[config.mk]
export PLATFORM = sky130hd
export DESIGN_NAME = fifo_pair_n
export DESIGN_NICKNAME = d
export VERILOG_FILES = /design/src/rtl/fifo_pair_n.sv
export SDC_FILE = /design/constraint.sdc
export NUM_CORES = 1
export LEC_CHECK = 0
export CORE_ASPECT_RATIO = 0.75
export CORE_UTILIZATION = 40
export DETAILED_ROUTE_END_ITERATION = 10
export SLEW_MARGIN = 20
export SYNTH_ARGS = -nofsm -noshare
export SYNTH_HDL_FRONTEND = slang
export SYNTH_SLANG_ARGS = --single-unit
[constraint.sdc]
create_clock -name clk -period 8.9 [get_ports clk]
set_input_delay 1.78 -clock clk [delete_from_list [all_inputs] [get_ports clk]]
set_output_delay 1.78 -clock clk [all_outputs]
set_load 0.02 [all_outputs]
[src/rtl/fifo_pair_n.sv]
// Input-pairing buffer for a radix-2 FFT stage: stores the first half of each
// 2*DEPTH block and emits (buffered k, incoming k+DEPTH) pairs during the second half.
module fifo_pair_n #(
    parameter int float_len  = 32,
    parameter int depth_log2 = 4
) (
    input  logic                    clk,
    input  logic                    rst,
    input  logic                    clr,
    input  logic [2*float_len-1:0]  data_in,
    input  logic                    data_in_valid,
    output logic [2*float_len-1:0]  data_out1,
    output logic [2*float_len-1:0]  data_out2,
    output logic                    data_out_valid,
    output logic [depth_log2-1:0]   out_index,
    output logic                    out_last
);

    localparam int SW    = 2 * float_len;
    localparam int DEPTH = 1 << depth_log2;

    typedef enum logic {FILL = 1'b0, PAIR = 1'b1} state_t;

    state_t                 state, state_nxt;
    logic [depth_log2-1:0]  cnt, cnt_nxt;
    logic                   cnt_end;
    logic                   accept;
    logic                   wr_en;
    logic                   vld_nxt;
    logic                   last_nxt;
    logic [SW-1:0]          mem [DEPTH];

    assign cnt_end = (cnt == depth_log2'(DEPTH - 1));
    // clr wins over a simultaneous sample, which is simply dropped
    assign accept  = data_in_valid && !clr;

    always_ff @(posedge clk or posedge rst) begin
        if (rst) begin
            state <= FILL;
            cnt   <= '0;
        end else begin
            state <= state_nxt;
            cnt   <= cnt_nxt;
        end
    end

    always_comb begin
        state_nxt = state;
        cnt_nxt   = cnt;
        if (clr) begin
            state_nxt = FILL;
            cnt_nxt   = '0;
        end else if (data_in_valid) begin
            cnt_nxt = cnt + depth_log2'(1);
            if (cnt_end)
                state_nxt = (state == FILL) ? PAIR : FILL;
        end
    end

    always_comb begin
        wr_en    = accept && (state == FILL);
        vld_nxt  = accept && (state == PAIR);
        last_nxt = vld_nxt && cnt_end;
    end

    // Store has no reset: contents are only ever read after being written this block
    always_ff @(posedge clk) begin
        if (wr_en)
            mem[cnt] <= data_in;
    end

    always_ff @(posedge clk or posedge rst) begin
        if (rst) begin
            data_out1      <= '0;
            data_out2      <= '0;
            out_index      <= '0;
            data_out_valid <= 1'b0;
            out_last       <= 1'b0;
        end else begin
            data_out_valid <= vld_nxt;
            out_last       <= last_nxt;
            if (vld_nxt) begin
                data_out1 <= mem[cnt];
                data_out2 <= data_in;
                out_index <= cnt;
            end
        end
    end

endmodule

==> Word-level counts from Yosys, hierarchy flattened <==
Memory sizes are Yosys's and may differ from the RTL's. A register that Yosys moved wholly into a read port is not among the register bits.
Cells that the tools add are included.
{ "totals": {"out_inout_bits": 134, "register_bits": 75, "memories": 1, "ramBits": 1024, "inputBits": 68} }
{ "memory_table": {"columns": ["memory", "depth", "word_bits", "rd", "rd_clocked_by_memory_dff", "wr", "line_no", "source"], "rows": [
  ["mem", 16, 64, 1, 1, 1, "31", "logic [SW-1:0] mem [DEPTH];"]
]} }
{ "op_classes": {"addsub": 1, "eq_ne": 1, "reduce_logical": 8, "bitwise_logic": 1, "muxes": 8} }
{ "op_table": {"columns": ["op", "n"], "rows": [
  ["two-way mux 4 bit", 2],
  ["two-way mux 1 bit", 6],
  ["adder 4 x 1 -> 4 bit, second input constant", 1],
  ["== test 4 bit, second input constant", 1],
  ["logical AND 1 bit", 4],
  ["nonzero test 2 bit", 2],
  ["AND reduction 2 bit", 1],
  ["logical NOT 1 bit", 1],
  ["inverter 1 bit", 1]
]} }

==> Depth between registers and ports, before layout <==
Gate-level depths: netlist of the first run.
{ "logic_depth": {"depth_word": 5, "depth_mapped": 9, "depth_no_buf": 5} }

==> Worst setup path after synthesis of the first run <==
Ideal clock, no wire load.
{ "synth_path": {"path_type": "input-to-reg", "startpoint": "input port data_in_valid", "endpoint": "memory mem[0][0] (netlist bit), enable pin", "required_time_ns": 8.335, "cell_stages": 4, "slack_ns": 1.362, "arrival_ns": 6.974, "path_buffers": 1, "setup_time_ns": 0.565, "path_cell_list": "clkbuf_1 -> nor3b_1 -> nand2_1 -> nor3_1"} }
{ "synth_between": {"elab_chain_cells": 4} }
{ "synth_rtl": {"columns": ["item", "line_no", "source"], "rows": [
  ["start: declaration", "11", "input logic data_in_valid,"],
  ["logical AND 1 bit", "35", "assign accept = data_in_valid && !clr;"],
  ["logical AND 1 bit", "61", "wr_en = accept && (state == FILL);"],
  ["two-way mux 1 bit", "68", "if (wr_en)"],
  ["two-way mux 1 bit (not written as such)", "69", "mem[cnt] <= data_in;"],
  ["end: declaration", "31", null]
]} }
Every way passes these cells.

==> Worst setup path after layout of the first run <==
{ "layout_path": {"startpoint": "input port data_in_valid", "endpoint": "memory mem[9][54] (netlist bit), enable pin"} }
The elaborated chain is that of the path after synthesis.

==> out/qor.txt, run 1 <==
Clock Tree Root = clkbuf_16
CTS tree = built
Die Wd = 386 um
Placed cell count = 3976
EDFF count, synth = 1024
DR vias = 23200
Status = finished clean
Cell taking the most area after synthesis = edfxtp_1
Drt first pass iters = 5
Adder-cell share of the synthesized area = 0.142%
DRC = 0
Worst reg2reg path depth = 7
WP buf/inv = 3
Mapped Area = 44100 um2
DIE HEIGHT = 290 um
DR iter-0 viols = 2208
Syn Area/Cell = 18.2 um2
Total track usage = 19.4%
Beginning of the worst hold path = data_out2[21]
Largest family of logic cells by synthesized area = multiplexers
Area grow syn2layout = 17.1%
Async set-reset flop share out of synthesis = 12.0%
CP max stage cell = buf_4
Layout cells sized above 1 = 12.4%
CP top delay family = buffers and inverters
Routed length per placed instance = 25.9 um
Final Setup Violations = 0
Clock sinks = 1163
Mux cell area share after synthesis = 11.8%
Footprint of the multi-input gates = 9280 um2
Sequence of cells on the critical path = clkdlybuf4s50_1, nor3b_1, buf_4, nand2_1, nor2_4, buf_4
YS warnings = 0
Vias per std cell = 5.54
H-tree level count = 3
Initial Util = 40.4%
CP max stage delay = 810 ps
Xor/xnor share of the synthesized area = 0.0794%
Clk Latency, worst-skew pair = 690 ps
Port Buf Inserts = 201
Final GP Congestion = 0.779
WP data required = 9200 ps
First-pass GRT wire length = 159 mm
Predominant post-synthesis flop cell = edfxtp_1
Pleak = 16.7 nW
Io pins = 202
Max cap viols = 0
Clk buf depth = 3
Final hold vios = 0
Initial antenna violation count = 4
Total global routing overflow = 0
Syn nets = 2498
Hold depth = 2
Core Box Area = 109000 um2
RSZ-0062 raised after global routing = no
Post-DRT Antenna Nets = 0
Final Net Count = 2720
Final Cycle Share = 48.6%
Register area share after synthesis = 77.6%
Syn Inst Count = 2425
Max-slew headroom = 26.6%
Complex-gate fraction of the synthesized area = 5.49%
Resize count post-CTS = 0
Post-synth top area share = 69.7%
Die Area = 112000 um2
Count of state elements after synthesis = 1163
Crit-path max FO = 44
R2R Path Start = cnt[3]
Final wirelength = 109 mm
Worst EP arrival = 4630 ps
Ranking of synthesized cells by area = edfxtp_1 (70%), dfrtp_1 (7.9%), mux2i_1 (6.9%)
Post-Synth Simple-Gate Area = 3.27%
Post-CTS Setup Bufs = 0
Fmax = 231 MHz
Hold/Removal Path Class = reg2reg
Reg-to-reg critical path endpoint = data_out1[40]
Layout Skew = 23.4 ps
Vias in the first global route = 23800
FF-to-FF setup slack = 4590 ps
Setup CP Type = in2reg
Synth unique cells = 40
Max IR drop VDD = 147 uV
Std cell rows = 105
Crit path top cell by count = buf_4
Largest net degree at the start of global routing = 82
Filler cells = 9007
Clock slew at reported path FFs = 60 ps
Minimum clock period after layout = 4330 ps
Slew Viols, Final = 0
Setup Total Neg Slack = 0 ps
PD cells = 221 nW/um2
Critical Path End Type = register
Final non-filler cell total = 4192
FF/Latch Area = 34200 um2
Worst-Margin Slew = 1100 ps
DP HPWL = 60.5 mm
CTS Buf Count = 112
Hold path endpoint = data_out2[21]
Cts hold-fix bufs = 0
CP startpoint kind = input pin
-- worst max-delay path by stage --
stage,start,to,slack (ps),cells past startpoint
floorplan,data_in_valid,mem[0][0],1360,4
global placement,data_in_valid,mem[12][11],3830,6
detailed placement,data_in_valid,mem[14][1],3810,6
CTS,data_in_valid,mem[14][1],4570,6
global route,cnt[3],data_out1[49],4350,7
finish,data_in_valid,mem[9][54],4570,6
-- Yosys cell counts, types with 38 or more instances --
library cell and instances:
mux2i_1 303, o2bb2ai_1 38, a221oi_1 72, o21ai_0 52, nor2_1 82, o22ai_1 79
nand2_1 214, buf_2 50, a31oi_1 40, dfrtp_1 139, mux4_2 55, clkbuf_1 66
edfxtp_1 1024
-- worst reg2reg max path: stages, from the launching register on --
cell	delay (ps)
dfrtp_4	790
buf_4	810
buf_4	790
nand3b_1	260
buf_4	520
o22ai_1	190
a221oi_1	610
a31oi_1	180
-- cell usage in the layout, fill, tap and decap left out, types with 21 or more instances in the layout --
cell             netlist  layout
mux2_2                21      21
o22ai_1               79      79
clkbuf_1              66      26
a31oi_1               40      40
o2bb2ai_1             38      38
edfxtp_1            1024    1024
nand2_1              214     214
a211oi_1              28      28
mux4_2                55      55
a21oi_1               28      28
buf_4                 16      49
nor2_1                82      71
o21ai_0               52      52
clkinv_2               0      28
a221oi_1              72      72
clkdlybuf4s50_1        0     201
clkbuf_16              0     114
mux4_1                26      26
mux2i_1              303     303
dfrtp_1              139     135
-- through the flow --
stage               instance area, um2  hold slack, ps  worst slack [ps]  utilization, %  power [mW]
finish                           51700             473              4570            47.3        11.4
global placement                 47700             459              3830            43.7        6.60
floorplan                        44100             527              1360               -        6.38
CTS                              51600             477              4570            47.2        11.5
detailed placement               47800             462              3810            43.7        6.61
global route                     51700             499              4350            47.3        11.7
-- registers in the layout (all words and copies together), names as in the netlist --
name / cells
data_out_valid: 1
out_last: 1
state: 1
data_out1: 64
out_index: 4
cnt: 4
mem: 1024
data_out2: 64
-- layout make-up --
class	instances	area share, %
antenna	1	0.00484
clock buffer	147	5.90
clock inverter	67	1.56
inverter	4	0.0484
multi-input combinational	1112	18.0
sequential	1163	66.3
tap	1444	3.50
timing repair buffer	254	4.75
-- where the power goes --
part	total, mW	switching, mW	internal (mW)
clock	4.93	2.04	2.89
combinational	0.488	0.316	0.171
sequential	6.00	0.0238	5.98
total	11.4	2.38	9.04
-- layer usage --
layer	routed length (um)	global-route usage (%)
met1	47700	27.2
met2	52000	31.5
met3	6720	3.33
met4	2070	4.70
met5	52	0
-- logic make-up after synthesis --
group                      after synthesis
DFF                                   1163
muxes                                  405
AOI/OAI and AO/OA                      349
and+or+nand+nor                        349
buffers and inverters                  150
adders and majority gates                5
xor gates and xnor gates                 4
Power figures use the tool's default switching activity.
==> run 2, diff against run 1 <==
==> constraint.sdc (replaced) <==
create_clock -name clk -period 4 [get_ports clk]
set_input_delay 0.8 -clock clk [delete_from_list [all_inputs] [get_ports clk]]
set_output_delay 0.8 -clock clk [all_outputs]
set_load 0.02 [all_outputs]
==> out/qor.txt, run 2 (synthesized netlist as in run 1, its figures left out) <==
R2R Path Start = cnt[3]
Max cap viols = 0
Final Util = 47.6%
Met3 wire len = 7.32 mm
Final wirelength = 108 mm
Slew Viols, Final = 0
WL met2 = 50.1 mm
Post-CTS Setup Bufs = 0
Status = finished clean
Area after DPL = 48200 um2
Final Cycle Share = 79.0%
Clock Tree Root = clkbuf_16
Total track usage = 19.2%
Largest net degree at the start of global routing = 80
Uppermost layer routed = met5
Die Area = 112000 um2
Hold/Removal Path Class = reg2reg
Final hold vios = 0
Initial antenna violation count = 5
Worst Hold Margin = 472 ps
Fmax = 317 MHz
Final instance area = 52100 um2
Drt first pass iters = 5
CTS tree = built
Final GP Congestion = 0.762
Max-slew headroom = 27.0%
Area grow syn2layout = 18.0%
DR vias = 23300
DRC = 0
CTS Buf Count = 113
Max FFs per register = 1024
Post-Route M1 WL = 48.5 mm
Core Box Area = 109000 um2
Total global routing overflow = 0
Beginning of the worst hold path = data_out2[41]
Largest regs = mem (1024), data_out1 (64), data_out2 (64)
CP startpoint kind = register
Initial Util = 40.4%
Worst EP arrival = 3690 ps
Worst-Margin Slew = 1090 ps
WP data required = 4530 ps
Clk buf depth = 3
Largest reg by FF count = mem
Std cell rows = 105
Crit-path max FO = 47
Die Wd = 386 um
Worst reg2reg path depth = 6
Clock slew at reported path FFs = 70 ps
H-tree level count = 3
Cts hold-fix bufs = 0
Clock sinks = 1163
RSZ-0062 raised after global routing = no
DP HPWL = 61.3 mm
Port Buf Inserts = 201
Commonest non-fill, non-tap cell in the layout = edfxtp_1
Final Net Count = 2744
Final Setup Violations = 0
Setup CP Type = reg2reg
CP Launch Point = cnt[3]
Max IR drop VDD = 423 uV
Vias per std cell = 5.53
Vias in the first global route = 23600
Filler cells = 9024
Layout Skew = 31.7 ps
Post-DRT Antenna Nets = 0
Minimum clock period after layout = 3160 ps
Most frequent cells in the layout = edfxtp_1 (1024), mux2i_1 (303), nand2_1 (214)
Critical Path End Type = register
DIE HEIGHT = 290 um
Routed length per placed instance = 25.7 um
PnR Total Power = 25.5 mW
DR iter-0 viols = 2219
Clk Latency, worst-skew pair = 700 ps
Resize count post-CTS = 0
Io pins = 202
Pleak = 16.9 nW
Hold depth = 2
Layout cells sized above 1 = 13.2%
PD cells = 489 nW/um2
First-pass GRT wire length = 157 mm
run 2: layout make-up:
type | count | area, um2 | share of cell area (%)
Inverter | 4 | 25.0 | 0.0481
Clock inverter | 67 | 808 | 1.55
Clock buffer | 148 | 3100 | 5.95
Multi-Input combinational cell | 1112 | 9300 | 17.9
Timing Repair Buffer | 277 | 2780 | 5.34
Tap cell | 1444 | 1810 | 3.47
Antenna cell | 2 | 5.00 | 0.00961
Sequential cell | 1163 | 34200 | 65.8
run 2: final timing paths:
check                                      to  slack, ps
worst max-delay path            data_out1[24]        840
worst min-delay path            data_out2[41]        470
worst max register to register  data_out1[24]        840
worst min register to register  data_out2[41]        470
max in group asynchronous       data_out2[36]       2590
min in group asynchronous        out_index[1]        570
run 2: per-stage QoR:
| step | setup WS, ps | cells | setup TNS [ps] |
|---|---|---|---|
| detailed placement | 739 | 4000 | 0 |
| floorplan | -830 | 2425 | -720300 |
| global route | 653 | 4215 | 0 |
| finish | 841 | 4217 | 0 |
| CTS | 789 | 4215 | 0 |
| global placement | 786 | 4000 | 0 |
run 2: per-layer routing:
metal / vias up / track usage (%)
met3: 147 / 3.22
met1: 12200 / 27.9
met2: 803 / 30.2
met4: 4 / 4.98
li1: 10200 / -
met5: - / 0
run 2: critical path, cell delays in order, from the launching register on:
cell       delay (ps)
dfrtp_4           930
buf_4             610
buf_4             440
mux2i_1           260
o2bb2ai_1         100
a221oi_1          490
a31oi_1           150
run 2: power by group:
group / internal (mW) / switching, mW / leakage [nW] / total, mW
logic: 0.398 / 0.688 / 3.84 / 1.09
clock network: 6.46 / 4.55 / 1.92 / 11.0
registers: 13.3 / 0.0587 / 11.2 / 13.4
total: 20.2 / 5.30 / 16.9 / 25.5
